--- config.mk ---
export PLATFORM = sky130hd
export DESIGN_NAME = bonus_drop_pool
export DESIGN_NICKNAME = d
export VERILOG_FILES = /design/src/rtl/bonus_pkg.sv /design/src/rtl/bonus_slot.sv /design/src/rtl/bonus_drop_pool.sv
export SDC_FILE = /design/constraint.sdc
export NUM_CORES = 1
export LEC_CHECK = 0
export ABC_AREA = 1
export CAP_MARGIN = 30
export CORE_MARGIN = 2
export CORE_UTILIZATION = 30
export CTS_CLUSTER_SIZE = 28
export DETAILED_ROUTE_END_ITERATION = 12
export HOLD_SLACK_MARGIN = 0.02
export PLACE_DENSITY = 0.58
export SETUP_SLACK_MARGIN = 0.15
export SLEW_MARGIN = 20
export SYNTH_ARGS = -nofsm -noshare
export SYNTH_HDL_FRONTEND = slang
export SYNTH_SLANG_ARGS = --single-unit
--- constraint.sdc ---
create_clock -name clk -period 4.4 [get_ports clk]
set_input_delay 0.88 -clock clk [delete_from_list [all_inputs] [get_ports clk]]
set_output_delay 0.88 -clock clk [all_outputs]
set_load 0.005 [all_outputs]
--- src/rtl/bonus_pkg.sv ---
// Shared types and helpers for the falling-bonus pool: bonus kinds,
// fixed-point sizing and small bit-vector utilities over the slot masks.
package bonus_pkg;

  typedef enum logic [1:0] {
    BONUS_WIDE  = 2'd0,
    BONUS_LIFE  = 2'd1,
    BONUS_SLOW  = 2'd2,
    BONUS_MULTI = 2'd3
  } bonus_type_t;

  localparam int FRAC_BITS_DEFAULT = 6;
  localparam int PIX_W             = 11;
  localparam int MAX_SLOTS         = 8;

  // One spare integer bit above the pixel range so Y can run past the floor.
  function automatic int fp_width(input int frac_bits);
    return PIX_W + frac_bits + 1;
  endfunction

  function automatic logic [2:0] lowest_set(input logic [MAX_SLOTS-1:0] v);
    lowest_set = '0;
    for (int i = MAX_SLOTS - 1; i >= 0; i--) begin
      if (v[i]) lowest_set = 3'(i);
    end
  endfunction

  function automatic logic [3:0] pop_count(input logic [MAX_SLOTS-1:0] v);
    pop_count = '0;
    for (int i = 0; i < MAX_SLOTS; i++) begin
      pop_count = pop_count + 4'(v[i]);
    end
  endfunction

endpackage

--- src/rtl/bonus_slot.sv ---
// One falling bonus: holds position/speed/kind, applies the per-frame fall
// and resolves clear > catch > miss > move for its own retirement.
module bonus_slot
  import bonus_pkg::*;
#(
  parameter int FRAC_BITS  = FRAC_BITS_DEFAULT,
  parameter int FLOOR_Y    = 430,
  parameter int INIT_SPEED = 50,
  parameter int ACCEL      = 2,
  parameter int MAX_SPEED  = 256
) (
  input  logic             clk,
  input  logic             resetN,
  input  logic             load,
  input  logic [PIX_W-1:0] load_x,
  input  logic [PIX_W-1:0] load_y,
  input  bonus_type_t      load_type,
  input  logic             startOfFrame,
  input  logic             collision,
  input  logic             clear,
  output logic             active,
  output logic [PIX_W-1:0] pix_x,
  output logic [PIX_W-1:0] pix_y,
  output bonus_type_t      slot_type,
  output logic             caught,
  output logic             missed
);

  localparam int FP_W  = fp_width(FRAC_BITS);
  localparam int SPD_W = $clog2(MAX_SPEED + 1);

  typedef logic [SPD_W:0] spd_ext_t;

  localparam logic [FP_W-1:0] FLOOR_FP = FP_W'(FLOOR_Y << FRAC_BITS);
  localparam spd_ext_t        MAX_EXT  = spd_ext_t'(MAX_SPEED);

  logic             active_q;
  logic [PIX_W-1:0] x_q;  // X never moves, so its fraction is always zero
  logic [FP_W-1:0]  y_q;
  logic [SPD_W-1:0] spd_q;
  bonus_type_t      type_q;

  logic             past_floor;
  logic             move;
  spd_ext_t         spd_sum;
  logic [SPD_W-1:0] spd_next;

  assign past_floor = y_q > FLOOR_FP;
  assign caught     = active_q && collision && !clear;
  assign missed     = active_q && startOfFrame && !clear && !collision && past_floor;
  assign move       = active_q && startOfFrame && !clear && !collision && !past_floor;

  assign spd_sum  = spd_ext_t'(spd_q) + spd_ext_t'(ACCEL);
  assign spd_next = (spd_sum > MAX_EXT) ? SPD_W'(MAX_SPEED) : spd_sum[SPD_W-1:0];

  always_ff @(posedge clk or negedge resetN) begin
    if (!resetN) begin
      active_q <= 1'b0;
      x_q      <= '0;
      y_q      <= '0;
      spd_q    <= '0;
      type_q   <= BONUS_WIDE;
    end else if (clear || caught || missed) begin
      active_q <= 1'b0;
      x_q      <= '0;
      y_q      <= '0;
      spd_q    <= '0;
      type_q   <= BONUS_WIDE;
    end else if (load) begin
      active_q <= 1'b1;
      x_q      <= load_x;
      y_q      <= FP_W'(load_y) << FRAC_BITS;
      spd_q    <= SPD_W'(INIT_SPEED);
      type_q   <= load_type;
    end else if (move) begin
      // New Y uses the speed from before this frame's acceleration.
      y_q   <= y_q + FP_W'(spd_q);
      spd_q <= spd_next;
    end
  end

  assign active    = active_q;
  assign pix_x     = x_q;
  assign pix_y     = y_q[FRAC_BITS +: PIX_W];
  assign slot_type = type_q;

endmodule

--- src/rtl/bonus_drop_pool.sv ---
// Pool of falling bonus slots: allocates spawn requests to the lowest free
// slot, detects level changes, and registers catch/miss/drop events.
module bonus_drop_pool
  import bonus_pkg::*;
#(
  parameter int NUM_SLOTS  = 4,
  parameter int FRAC_BITS  = FRAC_BITS_DEFAULT,
  parameter int FLOOR_Y    = 430,
  parameter int INIT_SPEED = 50,
  parameter int ACCEL      = 2,
  parameter int MAX_SPEED  = 256
) (
  input  logic                   clk,
  input  logic                   resetN,
  input  logic                   startOfFrame,
  input  logic                   spawnReq,
  input  logic [10:0]            spawnX,
  input  logic [10:0]            spawnY,
  input  logic [1:0]             spawnType,
  output logic                   spawnAck,
  output logic                   spawnDrop,
  input  logic [NUM_SLOTS-1:0]   slotCollision,
  input  logic [1:0]             lvl,
  output logic [NUM_SLOTS*11-1:0] topLeftX,
  output logic [NUM_SLOTS*11-1:0] topLeftY,
  output logic [NUM_SLOTS*2-1:0] slotType,
  output logic [NUM_SLOTS-1:0]   activeMask,
  output logic [NUM_SLOTS-1:0]   caughtMask,
  output logic                   caughtValid,
  output logic [1:0]             caughtType,
  output logic [7:0]             missCount
);

  logic [NUM_SLOTS-1:0] active, caught, missed, load;
  bonus_type_t          slot_types [NUM_SLOTS];
  logic [1:0]           lvl_d;
  logic                 lvl_chg;
  logic [2:0]           free_idx;
  bonus_type_t          caught_type_c;
  logic [8:0]           miss_sum;

  // Spawn handshake: spawnReq is a single-cycle offer with no retry;
  // spawnAck in the same cycle means the offer was taken, otherwise it is
  // dropped and spawnDrop reports it one cycle later.
  assign lvl_chg  = lvl != lvl_d;
  assign spawnAck = spawnReq && !(&active) && !lvl_chg;
  assign free_idx = lowest_set(MAX_SLOTS'(~active));

  always_comb begin
    load = '0;
    for (int i = 0; i < NUM_SLOTS; i++) begin
      load[i] = spawnAck && (free_idx == 3'(i));
    end
  end

  for (genvar g = 0; g < NUM_SLOTS; g++) begin : g_slot
    logic [10:0] px, py;

    bonus_slot #(
      .FRAC_BITS (FRAC_BITS),
      .FLOOR_Y   (FLOOR_Y),
      .INIT_SPEED(INIT_SPEED),
      .ACCEL     (ACCEL),
      .MAX_SPEED (MAX_SPEED)
    ) u_slot (
      .clk         (clk),
      .resetN      (resetN),
      .load        (load[g]),
      .load_x      (spawnX),
      .load_y      (spawnY),
      .load_type   (bonus_type_t'(spawnType)),
      .startOfFrame(startOfFrame),
      .collision   (slotCollision[g]),
      .clear       (lvl_chg),
      .active      (active[g]),
      .pix_x       (px),
      .pix_y       (py),
      .slot_type   (slot_types[g]),
      .caught      (caught[g]),
      .missed      (missed[g])
    );

    assign topLeftX[11*g +: 11] = px;
    assign topLeftY[11*g +: 11] = py;
    assign slotType[2*g +: 2]   = slot_types[g];
  end

  // Scan high to low so the lowest caught index wins.
  always_comb begin
    caught_type_c = BONUS_WIDE;
    for (int i = NUM_SLOTS - 1; i >= 0; i--) begin
      if (caught[i]) caught_type_c = slot_types[i];
    end
  end

  assign miss_sum = {1'b0, missCount} + 9'(pop_count(MAX_SLOTS'(missed)));

  always_ff @(posedge clk or negedge resetN) begin
    if (!resetN) begin
      lvl_d       <= '0;
      spawnDrop   <= 1'b0;
      caughtMask  <= '0;
      caughtValid <= 1'b0;
      caughtType  <= '0;
      missCount   <= '0;
    end else begin
      lvl_d       <= lvl;
      spawnDrop   <= spawnReq && !spawnAck;
      caughtMask  <= caught;
      caughtValid <= |caught;
      caughtType  <= caught_type_c;
      missCount   <= miss_sum[8] ? 8'hFF : miss_sum[7:0];
    end
  end

  assign activeMask = active;

endmodule

==> flow_metrics.py <==
metrics = {
    "critical_path": {
        "cp_max_fo": 5,
        "path_cells": "clkdlybuf4s50_1 -> inv_1 -> nor3_1 -> nor2b_2 -> nand3_4 -> inv_1 -> fa_1 -> inv_1 -> fa_1 -> inv_1 -> fa_1 -> nand2_1 -> nor2_1 -> inv_1 -> nor2_1 -> nand2_1 -> a21boi_0 -> o21ai_0",
        "r2r_end": "missCount[5]$_DFF_PN0_",
        "crit_path_end_kind": "flop",
        "start_kind": "primary input",
        "crit_path_max_incr_delay_ps": 590,
        "worst-r2r-cell-count": 19,
        "regToRegSetupSlack_ps": 980,
        "cp_top_family": "buffers and inverters",
        "r2r-start": "g_slot[0].u_slot.y_q[10]$_DFFE_PN0P_",
        "crit_buf_inv": 6,
        "cp_common_cell": "inv_1",
        "worst_ep_required_time_ps": 4720,
        "arrival_ps": 4170,
        "worstSetupPathType": "primary input to flop",
        "crit_slowest_cell": "clkdlybuf4s50_1",
    },
    "logic_synthesis": {
        "syn_area_sq_mm": 0.01176,
        "ys.flop_type": "dfrtp_1",
        "synthMostInstantiatedCell": "nand2_1",
        "syn-num-nets": 1795,
        "synthCells": 1721,
        "synth-edff-count": 0,
        "yosysTopAreaCell": "dfrtp_1",
        "synthTopCellsByCount": "nand2_1 (516), inv_1 (230), nor2_1 (190)",
        "avgSynthCellArea_sq_um": 6.835,
        "synth_cell_types": 40,
        "synth_warnings": 0,
        "synth_seq_cells": 178,
        "synth_top_area_share": 0.3787,
        "ys_seq_area_frac": 0.3787,
        "ys_async_sr_fraction": 1.000,
        "yosys-top-cells-area": "dfrtp_1 (38%), nand2_1 (16%), inv_1 (7.3%), nor2_1 (6.1%), nand3_1 (6.0%)",
    },
    "timing": {
        "finalSetupViolations": 0,
        "rsz0062_at_grt": "false",
        "final.period_utilization": 0.8762,
        "fin_crit_ps": 3855,
        "worst_pin_slew_ps": 661.4,
        "slew_headroom": 0.5586,
        "slew_violations": 0,
        "finClkSkew_ps": 13.18,
        "hold_viol_final": 0,
        "fmax_mhz": 259.4,
        "finalSetupTns_ps": 0,
    },
    "grt": {
        "grt_pass1_vias": 10758,
        "grt_usage": 0.1838,
        "grt_pass1_wl_mm": 59.00,
        "grt_antenna_before_repair": 0,
        "grt_max_degree": 109,
        "grt-ovfl-total": 0,
    },
    "die": {
        "core-area_sq_mm": 0.03865,
        "rows": 72,
        "fp.dieW_um": 202.0,
        "die_area_sq_mm": 0.04081,
        "io_pins": 151,
        "start_util": 0.3044,
        "dieHeight_um": 202.0,
    },
    "power": {
        "finalPower_w": 0.003776,
        "p_leak_nw": 6.860,
        "peakVddDrop_mv": 0.2904,
        "pwr_density_cell_mw_per_mm2": 267.7,
    },
    "cells_and_area": {
        "final_nets": 1894,
        "instances_no_fill": 2351,
        "diodes": 0,
        "drive_above_1_share": 0.05128,
        "syn2layout_area_growth_pct": 19.93,
    },
    "placement": {
        "place.gp.congestion": 0.8978,
        "hpwlAfterDp_mm": 28.23,
        "portBuffers": 150,
        "dpl.cell_count": 2318,
    },
    "routing": {
        "wirelength_mm": 37.24,
        "wl_per_cell_um": 15.84,
        "route.detailed.drc": 0,
        "drtAntennaViolNets": 0,
        "topRoutingLayerUsed": "met4",
        "vias": 11356,
        "met3_length_mm": 2.067,
        "vias_per_cell": 4.830,
        "wl_met1_mm": 17.55,
        "drt_pre_antenna_iters": 6,
        "drtIter0Drc": 791,
        "wl_met2_mm": 16.36,
    },
    "clock_network": {
        "postCtsSetupRepairBufs": 0,
        "postCtsHoldBufs": 0,
        "htreeDepth": 4,
        "cts_buffers": 17,
        "cts_resized": 0,
        "cts-root-buf": "clkbuf_16",
        "clk_pin_slew_ps": 80,
        "clockBufferDepth": 2,
        "cts_sinks": 178,
        "clk_latency_ps": 450,
        "cts_tree": "yes",
    },
    "status": {
        "status": "finished clean",
    },
    "job": {
        "drv_cap": 0,
    },
    "worst_hold_path": {
        "hold_path.class": "primary input to asynchronous set/reset pin",
    },
}
==> cells in the final DEF (no fill, tap or decap), types with 3 or more instances in the layout <==
| cell type | count |
|---|---|
| inv_2 | 15 |
| a21boi_0 | 3 |
| o21ai_1 | 64 |
| nand3_1 | 140 |
| o21bai_1 | 7 |
| nand2_4 | 3 |
| fa_1 | 3 |
| clkinv_8 | 5 |
| inv_8 | 3 |
| inv_6 | 4 |
| buf_4 | 13 |
| o21ai_0 | 55 |
| clkdlybuf4s50_1 | 149 |
| nand3b_1 | 3 |
| xnor2_1 | 9 |
| nand2_2 | 6 |
| or2_2 | 11 |
| nor3_1 | 19 |
| nand4_1 | 51 |
| dfrtp_1 | 178 |
| a31oi_1 | 3 |
| nand2_1 | 516 |
| ha_1 | 37 |
| and2_1 | 3 |
| inv_1 | 230 |
| a21oi_1 | 42 |
| o22ai_1 | 30 |
| nor2_1 | 190 |
| clkbuf_16 | 17 |
==> logic make-up (layout without fill, tap and decap cells) <==
group	count (synthesis)	in the layout	share of synthesized area
flops	178	178	0.3787
fa+ha+maj	40	40	0.04446
xor+xnor	13	13	0.01096
simple gates	955	955	0.3463
buf+inv	330	442	0.1264
compound gates	205	205	0.09318
==> report_power, final <==
| part | switching, W | internal [W] | total [W] | leakage, nW |
|---|---|---|---|---|
| Clock | 0.000806 | 0.000831 | 0.00164 | 0.302 |
| Combinational | 0.000291 | 0.000144 | 0.000435 | 4.10 |
| Sequential | 0.0000410 | 0.00166 | 0.00170 | 2.46 |
| Total | 0.00114 | 0.00264 | 0.00378 | 6.86 |
==> how the worst max path moves through the flow <==
stage	startpoint	to	cells after the start	slack [ps]
floorplan	lvl[1]	missCount[5]$_DFF_PN0_	19	820
global placement	lvl[0]	missCount[5]$_DFF_PN0_	18	240
detailed placement	lvl[0]	missCount[5]$_DFF_PN0_	18	120
CTS	lvl[0]	missCount[5]$_DFF_PN0_	18	600
global route	lvl[1]	missCount[5]$_DFF_PN0_	18	220
finish	startOfFrame	missCount[5]$_DFF_PN0_	18	540
==> layer usage <==
layer  vias to the layer above  global-route usage
li1                       5656                   -
met1                      5300              0.2593
met2                       344              0.2841
met3                        56             0.02628
met4                         0             0.07143
met5                         -                   0
==> through the flow <==
step	cell area [sq um]	utilization	setup slack (ps)	hold slack, ps
2_1_floorplan	11760	-	816.0	459.9
3_3_place_gp	13450	0.3480	244.5	467.7
3_5_place_dp	13450	0.3480	124.4	477.2
4_1_cts	14080	0.3643	600.0	495.9
5_1_grt	14110	0.3650	222.6	311.8
6_report	14110	0.3650	544.6	310.8
==> registers in the layout (all words and copies together), names as in the netlist, 2 cells and up <==
register and flops:
g_slot.u_slot.y_q 72, g_slot.u_slot.pix_x 44, g_slot.u_slot.spd_q 32, g_slot.u_slot.slot_type 8, missCount 8, caughtMask 4, g_slot.u_slot.active 4, caughtType 2
lvl_d 2
==> area by class of cell <==
type,count,area [sq um]
Tap cell,518,648.1
Clock inverter,15,203.9
Multi-Input combinational cell,1213,5822
Fill cell,4067,24540
Sequential cell,178,4454
Timing Repair Buffer,164,1630
Inverter,246,923.4
Clock buffer,17,425.4
No activity file was read; power rests on OpenSTA's default activity.
